[config.mk]
export PLATFORM = sky130hd
export DESIGN_NAME = multi_input_gate_sweep_flat
export DESIGN_NICKNAME = d
export VERILOG_FILES = /design/src/rtl/multi_input_gate_sweep_if.sv /design/src/rtl/multi_input_gate_sweep.sv /design/src/flat_wrapper.sv
export SDC_FILE = /design/constraint.sdc
export NUM_CORES = 1
export LEC_CHECK = 0
export CORE_MARGIN = 2
export CORE_UTILIZATION = 55
export CTS_CLUSTER_SIZE = 20
export DETAILED_ROUTE_END_ITERATION = 8
export PLACE_DENSITY = 0.81
export SETUP_SLACK_MARGIN = 0.2
export SLEW_MARGIN = 25
export SYNTH_ARGS = -nofsm -noshare
export SYNTH_HDL_FRONTEND = slang
export SYNTH_SLANG_ARGS = --single-unit
[constraint.sdc]
create_clock -name clk -period 6.6 [get_ports clk]
set_input_delay 1.32 -clock clk [delete_from_list [all_inputs] [get_ports clk]]
set_output_delay 1.32 -clock clk [all_outputs]
set_load 0.01 [all_outputs]
[src/rtl/multi_input_gate_sweep_if.sv]
// Request/result bundle of the N-input gate: direct operand, sweep control,
// streamed results and sweep status.
interface multi_input_gate_sweep_if #(
    parameter int N     = 5,
    parameter int CNT_W = N + 1
) ();
    logic [1:0]       mode;
    logic [N-1:0]     in_vec;
    logic             in_valid;
    logic             start;
    logic             abort;
    logic             x;
    logic             x_valid;
    logic [N-1:0]     out_vec;
    logic [CNT_W-1:0] ones_count;
    logic             busy;
    logic             done;

    modport slave (
        input  mode, in_vec, in_valid, start, abort,
        output x, x_valid, out_vec, ones_count, busy, done
    );

    modport master (
        output mode, in_vec, in_valid, start, abort,
        input  x, x_valid, out_vec, ones_count, busy, done
    );
endinterface

[src/rtl/multi_input_gate_sweep.sv]
// N-input AND/OR/XOR/MAJORITY gate with registered output and an exhaustive
// sweep engine that streams the full truth table and counts its ones.
module multi_input_gate_sweep #(
    parameter int N     = 5,
    parameter int CNT_W = N + 1
) (
    input  logic                    clk,
    input  logic                    rst,
    multi_input_gate_sweep_if.slave bus
);
    localparam int PC_W = $clog2(N + 1);

    typedef enum logic [1:0] {IDLE, SWEEP, DONE} state_t;

    state_t           state_q;
    logic [1:0]       mode_q;
    logic [N-1:0]     cnt_q;
    logic             x_q;
    logic             x_valid_q;
    logic [N-1:0]     out_vec_q;
    logic [CNT_W-1:0] ones_q;
    logic             dir_x_d;
    logic             sweep_x_d;

    // Majority is strictly more than half, so an even-N tie evaluates to 0.
    function automatic logic gate_f(input logic [1:0] m, input logic [N-1:0] v);
        logic [PC_W-1:0] pc;
        pc = '0;
        for (int i = 0; i < N; i++) begin
            pc = pc + PC_W'(v[i]);
        end
        case (m)
            2'b00:   gate_f = &v;
            2'b01:   gate_f = |v;
            2'b10:   gate_f = ^v;
            default: gate_f = (pc > PC_W'(N / 2));
        endcase
    endfunction

    always_comb begin
        dir_x_d   = gate_f(bus.mode, bus.in_vec);
        sweep_x_d = gate_f(mode_q, cnt_q);
    end

    always_ff @(posedge clk) begin
        if (rst) begin
            state_q   <= IDLE;
            mode_q    <= 2'b00;
            cnt_q     <= '0;
            x_q       <= 1'b0;
            x_valid_q <= 1'b0;
            out_vec_q <= '0;
            ones_q    <= '0;
        end else begin
            x_valid_q <= 1'b0;
            case (state_q)
                IDLE: begin
                    if (bus.start) begin
                        mode_q  <= bus.mode;
                        cnt_q   <= '0;
                        ones_q  <= '0;
                        state_q <= SWEEP;
                    end else if (bus.in_valid) begin
                        x_q       <= dir_x_d;
                        out_vec_q <= bus.in_vec;
                        x_valid_q <= 1'b1;
                    end
                end
                SWEEP: begin
                    if (bus.abort) begin
                        state_q <= IDLE;
                    end else begin
                        x_q       <= sweep_x_d;
                        out_vec_q <= cnt_q;
                        x_valid_q <= 1'b1;
                        ones_q    <= ones_q + CNT_W'(sweep_x_d);
                        cnt_q     <= cnt_q + N'(1);
                        // Leaving on the all-ones vector keeps the counter wrap harmless.
                        if (&cnt_q) begin
                            state_q <= DONE;
                        end
                    end
                end
                DONE: begin
                    state_q <= IDLE;
                end
                default: begin
                    state_q <= IDLE;
                end
            endcase
        end
    end

    assign bus.x          = x_q;
    assign bus.x_valid    = x_valid_q;
    assign bus.out_vec    = out_vec_q;
    assign bus.ones_count = ones_q;
    assign bus.busy       = (state_q == SWEEP);
    assign bus.done       = (state_q == DONE);
endmodule

[src/flat_wrapper.sv]
// flat-port wrapper written by rule: the top's interface ports become plain ports
module multi_input_gate_sweep_flat 
#(
    parameter int N     = 5,
    parameter int CNT_W = N + 1
)
  (clk, rst, bus_mode, bus_in_vec, bus_in_valid, bus_start, bus_abort, bus_x, bus_x_valid, bus_out_vec, bus_ones_count, bus_busy, bus_done);
  multi_input_gate_sweep_if #(.N(N), .CNT_W(CNT_W)) bus_i ();
  input  logic clk;
  input  logic rst;
  input wire logic [$bits(bus_i.mode)-1:0] bus_mode;
  input wire logic [$bits(bus_i.in_vec)-1:0] bus_in_vec;
  input wire logic [$bits(bus_i.in_valid)-1:0] bus_in_valid;
  input wire logic [$bits(bus_i.start)-1:0] bus_start;
  input wire logic [$bits(bus_i.abort)-1:0] bus_abort;
  output wire logic [$bits(bus_i.x)-1:0] bus_x;
  output wire logic [$bits(bus_i.x_valid)-1:0] bus_x_valid;
  output wire logic [$bits(bus_i.out_vec)-1:0] bus_out_vec;
  output wire logic [$bits(bus_i.ones_count)-1:0] bus_ones_count;
  output wire logic [$bits(bus_i.busy)-1:0] bus_busy;
  output wire logic [$bits(bus_i.done)-1:0] bus_done;
  assign bus_i.mode = bus_mode;
  assign bus_i.in_vec = bus_in_vec;
  assign bus_i.in_valid = bus_in_valid;
  assign bus_i.start = bus_start;
  assign bus_i.abort = bus_abort;
  assign bus_x = bus_i.x;
  assign bus_x_valid = bus_i.x_valid;
  assign bus_out_vec = bus_i.out_vec;
  assign bus_ones_count = bus_i.ones_count;
  assign bus_busy = bus_i.busy;
  assign bus_done = bus_i.done;
  multi_input_gate_sweep #(.N(N), .CNT_W(CNT_W)) u_core (.clk(clk), .rst(rst), .bus(bus_i));
endmodule
======== After elaboration in Yosys (flattened, before gate mapping) ========
Index checks and enable logic that the tools add are counted.
W data, S select, Z words.
storage, ports and cells
  flip-flop bits (word level) ............. 22
  output and inout port bits .............. 15
  logic and storage cells ................. 68
cells by class
  add/subtract/negate cells ............... 10
  $lt $le $gt $ge ......................... 2
  eq/ne operators ......................... 11
  muxes and demuxes ....................... 24
  reduce and logical (&&, ||, !) cells .... 14
operator list
  cell                   number
  $mux W5                5
  $pmux W5 S2            2
  $add A3 B1 Y3          6
  $mux W6                2
  $pmux W6 S2            1
  $reduce_and A5 Y1      2
  $reduce_or A5 Y1       2
  $reduce_xor A5 Y1      2
  $ne A2 B2 Y1 const B   4
  $add A6 B1 Y6          1
  $eq A2 B1 Y1 const B   3
  $eq A2 B2 Y1 const B   3
  $gt A3 B2 Y1 const B   2
  $logic_not A2 Y1       3
  $mux W1                6
  $mux W2                3
  $pmux W1 S3            2
  $add A5 B1 Y5 const B  1
  $add A1 B1 Y2          2
  $pmux W1 S2            2
  $pmux W2 S2            1
  $reduce_and A2 Y1      2
  $reduce_and A4 Y1      1
  $ne A3 B2 Y1 const B   1
  other kinds (2)        2

======== Logic depth before layout (Yosys ltp) ========
Gate-level depths: netlist of the first run.
  depth in word-level cells ............... 9
  mapped depth ............................ 15

======== Worst setup path after synthesis of the first run ========
OpenSTA, ideal clock, no wires.
  path kind ............................... input to register
  from .................................... in bus_in_vec[0]
  to ...................................... reg u_core.x_q, in the netlist u_core.bus.x
  library setup time ...................... 0.124 ns
  arrival ................................. 3.342 ns
  required time ........................... 6.476 ns
  path slack .............................. 3.134 ns
  stages on the path ...................... 11
  cells stage by stage .................... inv_1 ha_1 inv_1 fa_1 inv_1 ha_1 fa_1 nand2_1 nand3b_1 o2111a_1 a2111o_1
on the way
  word-level cells in the longest chain between the ends .. 9
  elaborated cells on any way between the ends .. 12
  those cells by class .................... add/sub: 4; order compare: 1; mux: 4; reduce/logical: 3
RTL lines
  element                      line                          text
  start, declared              flat_wrapper.sv:12            input wire logic [$bits(bus_i.in_vec)-1:0] bus_in_vec;
  $add A1 B1 Y2                multi_input_gate_sweep.sv:30  pc = pc + PC_W'(v[i]);
  $add A3 B1 Y3 (3 in series)  multi_input_gate_sweep.sv:30
  $gt A3 B2 Y1                 multi_input_gate_sweep.sv:36  default: gate_f = (pc > PC_W'(N / 2));
  $pmux W1 S3 *                multi_input_gate_sweep.sv:32  case (m)
  $mux W1 *                    multi_input_gate_sweep.sv:63  end else if (bus.in_valid) begin
  $mux W1 *                    multi_input_gate_sweep.sv:58  if (bus.start) begin
  $pmux W1 S2 *                multi_input_gate_sweep.sv:56  case (state_q)
  end signal, assigned         multi_input_gate_sweep.sv:64  x_q <= dir_x_d;
  end signal, assigned         multi_input_gate_sweep.sv:73  x_q <= sweep_x_d;
  end, declared                multi_input_gate_sweep.sv:18  logic x_q;
Every way passes the cells marked *; elsewhere a longest branch is shown, timed or not. The select of a mux whose other input is x is not followed.
A chain may end at the register's enable or synchronous reset.

======== Worst setup path after layout of the first run ========
Ends and elaborated chain as after synthesis.

==> results of run 1 <==
-- per-layer routing --
layer  vias to the layer above  part of all wire (%)
met5                         -                     0
met4                         0                   1.8
met3                         7                   4.1
met2                        36                    51
met1                       555                    43
li1                        592                     -
-- cell type report --
type / instances / area [sq um]
Clock buffer: 3 / 22.5
Fill cell: 198 / 758
Inverter: 19 / 71.3
Multi-Input combinational cell: 112 / 820
Sequential cell: 22 / 440
Tap cell: 30 / 37.5
Timing Repair Buffer: 26 / 260
-- cells by family (layout without fill, tap and decap cells) --
kind of cell / after synthesis / after routing / synth area share (%)
AOI/OAI and AO/OA: 39 / 39 / 18.4
xor gates and xnor gates: 6 / 6 / 3.85
adders and majority gates: 17 / 17 / 17.8
buffers and inverters: 27 / 48 / 7.78
DFF: 22 / 22 / 32.2
muxes: 1 / 1 / 1.65
and+or+nand+nor: 49 / 49 / 18.3
-- stage by stage --
stage / utilization (%) / instance area, sq um / total power, mW
floorplan: - / 1370 / 0.180
global placement: 67.6 / 1630 / 0.201
detailed placement: 67.6 / 1630 / 0.204
CTS: 68.5 / 1650 / 0.267
global route: 68.5 / 1650 / 0.277
finish: 68.5 / 1650 / 0.263
-- state kept, by name, indices dropped and copies added (netlist names) --
register               cells
u_core.cnt_q               5
u_core.bus.x_valid         1
u_core.bus.ones_count      6
u_core.state_q             2
u_core.mode_q              2
u_core.bus.out_vec         5
u_core.bus.x               1
-- worst paths after layout --
kind,start,endpoint,slack (ps),cells past startpoint
worst max-delay path,bus_in_vec[0],u_core.bus.x,2780,12
worst min-delay path,u_core.bus.ones_count[0],u_core.bus.ones_count[0],480,2
worst max register to register,u_core.cnt_q[0],u_core.bus.ones_count[4],2920,15
worst min register to register,u_core.bus.ones_count[0],u_core.bus.ones_count[0],480,2
-- worst register-to-register path: cells and delay by family, from the launching register on --
| family | cells | cell delay [ps] |
|---|---|---|
| XOR/XNOR | 1 | 180 |
| AO/OA/AOI/OAI | 2 | 610 |
| adder cells (fa/ha/maj) | 6 | 1820 |
| AND/OR/NAND/NOR | 1 | 50 |
| buffers and inverters | 4 | 250 |
| flip-flops | 1 | 430 |
| multiplexers | 1 | 250 |
-- cell usage in the layout, fill, tap and decap left out, types with 3 or more instances in the layout --
cell	n
clkdlybuf4s50_1	26
fa_1	4
nand3_1	9
inv_1	19
a21oi_1	17
nor2_1	13
dfxtp_1	22
nor3_1	3
nand2_1	10
a211oi_1	7
ha_1	13
clkbuf_4	3
xnor2_1	6
o21ai_0	4
-- where the power goes --
part | leakage, nW | internal [mW] | total, mW | switching (mW)
clock network | 0.0138 | 0.0213 | 0.0618 | 0.0405
logic | 0.480 | 0.0286 | 0.0606 | 0.0321
registers | 0.179 | 0.138 | 0.141 | 0.00311
==> out/results.tsv, run 1 <==
metric	value	unit
status	finished, final reports clean	
DRC Markers	0	
max frequency	262	MHz
starting density of the core	56.7	%
count leader, synth	dfxtp_1	
CP required	6810	ps
Fin Setup TNS	0	ps
Commonest cells post-synth	dfxtp_1, inv_1, a21oi_1	
Area Overhead vs Synth	20.9	%
CTS Buf Count	3	
crit-path max cell delay	490	ps
VDD IR-drop max	0.000121	V
Clock Pin Slew Worst Setup and Hold Paths	120	ps
Mapped Area	0.00137	sq mm
antenna viol nets, final	0	
worst-case clock buffer depth	2	
Hold Vio Cnt, Final	0	
CTS tree	done	
GRT Overall Usage	23.6	%
crit path max-delay cell type	clkdlybuf4s50_1	
Seq cells post-synth	22	
Leak	0.673	nW
root buffer cell	clkbuf_4	
# nets final	213	
synth unique cells	39	
syn_nets	190	
Die Footprint	0.00290	sq mm
Clock Sinks	22	
Yosys Warn Count	0	
Critical Path, Cell by Cell	clkdlybuf4s50_1 > inv_1 > ha_1 > inv_1 > fa_1 > inv_1 > ha_1 > fa_1 > nand2_1 > nand3b_1 > o2111a_1 > a2111o_1	
hold buffers post-CTS	0	
Pwr per Cell Area	160	mW/mm^2
Worst Clk Skew	1.84	ps
global routing usage on met1	27.8	%
total setup buffers inserted after CTS	0	
syn_area_per_cell	8.49	sq um
Final Cycle Share	57.8	%
Tmin final	3820	ps
largest fanout on the critical path	2	
# diodes	0	
global-route layer with the greatest usage	met2	
number of global-route vias before repair	1133	
Clock Latency Late Sink	310	ps
crit end category	register	
RSZ-0062 raised after global routing	false	
DP HPWL	2.36	mm
Most used DFF post-synth	dfxtp_1	
1st-iter DRT viols	10	
Row Count	18	
Congestion Overflow GR	0	
Crit Path Class	in -> reg	
sequential area share after synthesis	32.2	%
post-CTS sizing	0	
met2 usage	41.9	%
worst min path class	reg -> reg	
nature of the critical path startpoint	primary input	
post-synth top area cell	dfxtp_1	
Final Wtd Congestion	0.853	
initial antenna violation count	0	
Avg Vias per Cell	5.61	
DRT Pass-1 Iters	4	
Routed WL	3.07	mm
Post-synth ARST share	0	%
Slew Viols, Final	0	
first-pass GRT wire length	4.88	mm
crit path buf inv count	4	
CP dominant cell by count	inv_1	
Worst Path Arrival	4020	ps
fin cells	212	
via count	1190	
fin worst setup slack	2780	ps
die width	53.8	um
final setup fails	0	
wire per inst	14.5	um
Slew headroom	53.6	%
Post-synth EDFFs	0	
CP delay by family, top	adder cells	
met3 GRT Util	2.78	%
worst-margin pin slew	694	ps
# IOs	27	
chip height	53.8	um
largest net degree at the start of global routing	20	
ratio of cells with drive above 1 in the final layout	4.95	%
share of the synthesized area in the top cell type	32.2	%
cell count after placement	209	
top post-synthesis cells by area	dfxtp_1, ha_1, a21oi_1	
Max Cap Violations	0	
port bufs	26	
core box area	0.00241	sq mm
WHS	483	ps
Mapped Cells	161	
pre-CTS WS	2470	ps
htree depth	1	
Power figures use the tool's default switching activity.
==> inputs of run 2 (changes only) <==
CORE_UTILIZATION = 46   (was 55)
PLACE_DENSITY = 0.72   (was 0.81)
clock period = 3.3 ns   (was 6.6 ns; I/O delays follow)
==> run 2 against run 1 <==
  * Count of clock-buffer cells in the layout unchanged
  * Core utilization is 1.1 points lower
  * Clock skew grew 0.80 ps
  * Routed wire length increased by 7.4%
  * Combinational power grew 120%
  * Sequential share of layout area decreased by 3.1 points
  * Non-clock buffer count grew 14
  * Register-to-register slack worse by 2900 ps
  * Sequential cell count unchanged
  * Largest cell class unchanged
==> out/results.tsv, run 2 (same netlist as run 1, synthesis figures left out) <==
metric	value	unit	change
status	finished, final reports clean		unchanged
GRT Overall Usage	21.1	%	was 23.6%
crit path buf inv count	4		unchanged
Worst Clk Skew	2.65	ps	was 1.84 ps
port bufs	26		unchanged
WHS	504	ps	was 483 ps
pre-CTS WS	-140	ps	was 2470 ps
commonest non-fill, non-tap cell in the layout	clkdlybuf4s50_1		unchanged
htree depth	1		unchanged
largest fanout on the critical path	3		was 2
core box area	0.00278	sq mm	was 0.00241 sq mm
Leak	0.757	nW	was 0.673 nW
# IOs	27		unchanged
DRT Pass-1 Iters	4		unchanged
Avg Vias per Cell	5.42		was 5.61
DRC Markers	0		unchanged
initial antenna violation count	0		unchanged
die width	58.5	um	was 53.8 um
Row Count	19		was 18
1st-iter DRT viols	37		was 10
switching pwr	0.162	mW	was 0.0756 mW
RSZ-0062 raised after global routing	true		was false
VDD IR-drop max	0.000263	V	was 0.000121 V
cell area after layout	0.00188	sq mm	was 0.00165 sq mm
Final Wtd Congestion	0.838		was 0.853
DP HPWL	2.51	mm	was 2.36 mm
max frequency	304	MHz	
Max Cap Violations	0		unchanged
Design Power	0.626	mW	was 0.263 mW
Area Overhead vs Synth	37.4	%	was 20.9%
Critical Path, Cell by Cell	inv_2 > ha_4 > inv_2 > fa_1 > inv_1 > ha_2 > fa_1 > a21o_2 > mux4_2 > ha_4 > buf_4 > nand3_2 > a211oi_1 > xnor2_1 > nor2_1		was clkdlybuf4s50_1 > inv_1 > ha_1 > inv_1 > fa_1 > inv_1 > ha_1 > fa_1 > nand2_1 > nand3b_1 > o2111a_1 > a2111o_1
first-pass GRT wire length	5.59	mm	was 4.88 mm
CTS tree	done		unchanged
Slew headroom	54.6	%	was 53.6%
CTS Buf Count	3		unchanged
Pwr per Cell Area	334	mW/mm^2	was 160 mW/mm^2
Clock Latency Late Sink	310	ps	about the same
Clock Sinks	22		unchanged
metal2 WL	1.73	mm	was 1.57 mm
root buffer cell	clkbuf_4		unchanged
chip height	58.5	um	was 53.8 um
placed cell areas	0.00177	sq mm	was 0.00163 sq mm
Clk pwr share	33.6	%	was 23.5%
starting density of the core	49.1	%	was 56.7%
crit path max-delay cell type	mux4_2		was clkdlybuf4s50_1
CP required	3520	ps	was 6810 ps
Final Cycle Share	99.7	%	
nature of the critical path startpoint	register		was primary input
M1 WL	1.36	mm	was 1.32 mm
via count	1236		was 1190
Fin Setup TNS	0	ps	unchanged
most frequent cells in the layout	clkdlybuf4s50_1, dfxtp_1, inv_1, a21oi_1		unchanged
worst-margin pin slew	682	ps	was 694 ps
met3 WL post-DR	168	um	was 127 um
crit end category	register		unchanged
Clock Pin Slew Worst Setup and Hold Paths	130	ps	was 120 ps
CP delay by family, top	adder cells		unchanged
Cell Int Power	0.464	mW	was 0.188 mW
fin util	67.5	%	was 68.5%
Tmin final	3290	ps	
Hold Vio Cnt, Final	0		unchanged
ratio of cells with drive above 1 in the final layout	21.8	%	was 4.95%
fin worst setup slack	9.64	ps	was 2780 ps
max reg flops	6		unchanged
Sw Share	25.9	%	was 28.7%
Crit Path Class	reg -> reg		was in -> reg
Logic pwr share	21.4	%	was 23.0%
Die Footprint	0.00342	sq mm	was 0.00290 sq mm
final setup fails	0		unchanged
Slew Viols, Final	0		unchanged
# diodes	0		unchanged
Routed WL	3.30	mm	was 3.07 mm
number of global-route vias before repair	1279		was 1133
cell count after placement	221		was 209
worst min path class	reg -> reg		unchanged
part of the power in registers	45.0	%	was 53.5%
Congestion Overflow GR	0		unchanged
antenna viol nets, final	0		unchanged
worst-case clock buffer depth	2		unchanged
top layer in use	met4		unchanged
Worst Path Arrival	3510	ps	was 4020 ps
fin cells	228		was 212
crit-path max cell delay	510	ps	was 490 ps
largest net degree at the start of global routing	20		unchanged
wire per inst	14.5	um	about the same
# nets final	227		was 213
## run 2: cell types whose count changed in the layout (fill, tap and decap cells not counted), moves of 3 or more
cell | before | now
a21oi_1 | 17 | 14
a21oi_2 | 1 | 4
buf_4 | 0 | 13
ha_1 | 13 | 9
ha_4 | 0 | 3
inv_1 | 19 | 15
inv_2 | 0 | 3
nand3_1 | 9 | 6
nand3_2 | 0 | 3
## run 2: what timing repair did
action | CTS | global route
buffers inserted | 1 | 2
gates resized for setup | 3 | 7
pin swaps | 4 | 4
hold buffers | 0 | 0
endpoints found under the setup margin | 7 | 7
## run 2: area by class of cell
| type | instances | area, sq um |
|---|---|---|
| Timing Repair Buffer | 40 | 369 |
| Fill cell | 235 | 905 |
| Clock inverter | 1 | 30.0 |
| Clock buffer | 3 | 22.5 |
| Sequential cell | 22 | 443 |
| Tap cell | 31 | 38.8 |
| Inverter | 19 | 73.8 |
| Multi-Input combinational cell | 112 | 900 |
## run 2: worst paths after layout
| check | startpoint | slack, ps | cells after the start | end |
|---|---|---|---|---|
| hold reg to reg | u_core.bus.ones_count[5] | 500 | 2 | u_core.bus.ones_count[5] |
| hold / removal | u_core.bus.ones_count[5] | 500 | 2 | u_core.bus.ones_count[5] |
| setup / recovery | u_core.cnt_q[0] | 10 | 15 | u_core.bus.ones_count[3] |
| setup reg to reg | u_core.cnt_q[0] | 10 | 15 | u_core.bus.ones_count[3] |
## run 2: metal layers
metal / up-vias / GRT usage [%]
met3: 4 / 2.42
li1: 626 / -
met5: - / 0
met1: 574 / 25.6
met2: 32 / 38.7
met4: 0 / 6.31
## run 2: worst register-to-register path: cells and delay by family (launching register included)
| family | cells | cell delay, ps |
|---|---|---|
| buffers and inverters | 4 | 250 |
| adders and majority gates | 5 | 1520 |
| xor gates and xnor gates | 1 | 170 |
| AOI/OAI and AO/OA | 2 | 250 |
| and+or+nand+nor | 2 | 140 |
| muxes | 1 | 510 |
| DFF | 1 | 360 |
## run 2: power groups by stage
stage	Clock [mW]	Sequential [mW]	Combinational (mW)
after CTS	0.218	0.282	0.133
final	0.210	0.282	0.134
after global routing	0.227	0.283	0.149
after detailed placement	0	0.287	0.131
after global placement	0	0.287	0.127
after floorplan	0	0.291	0.0722
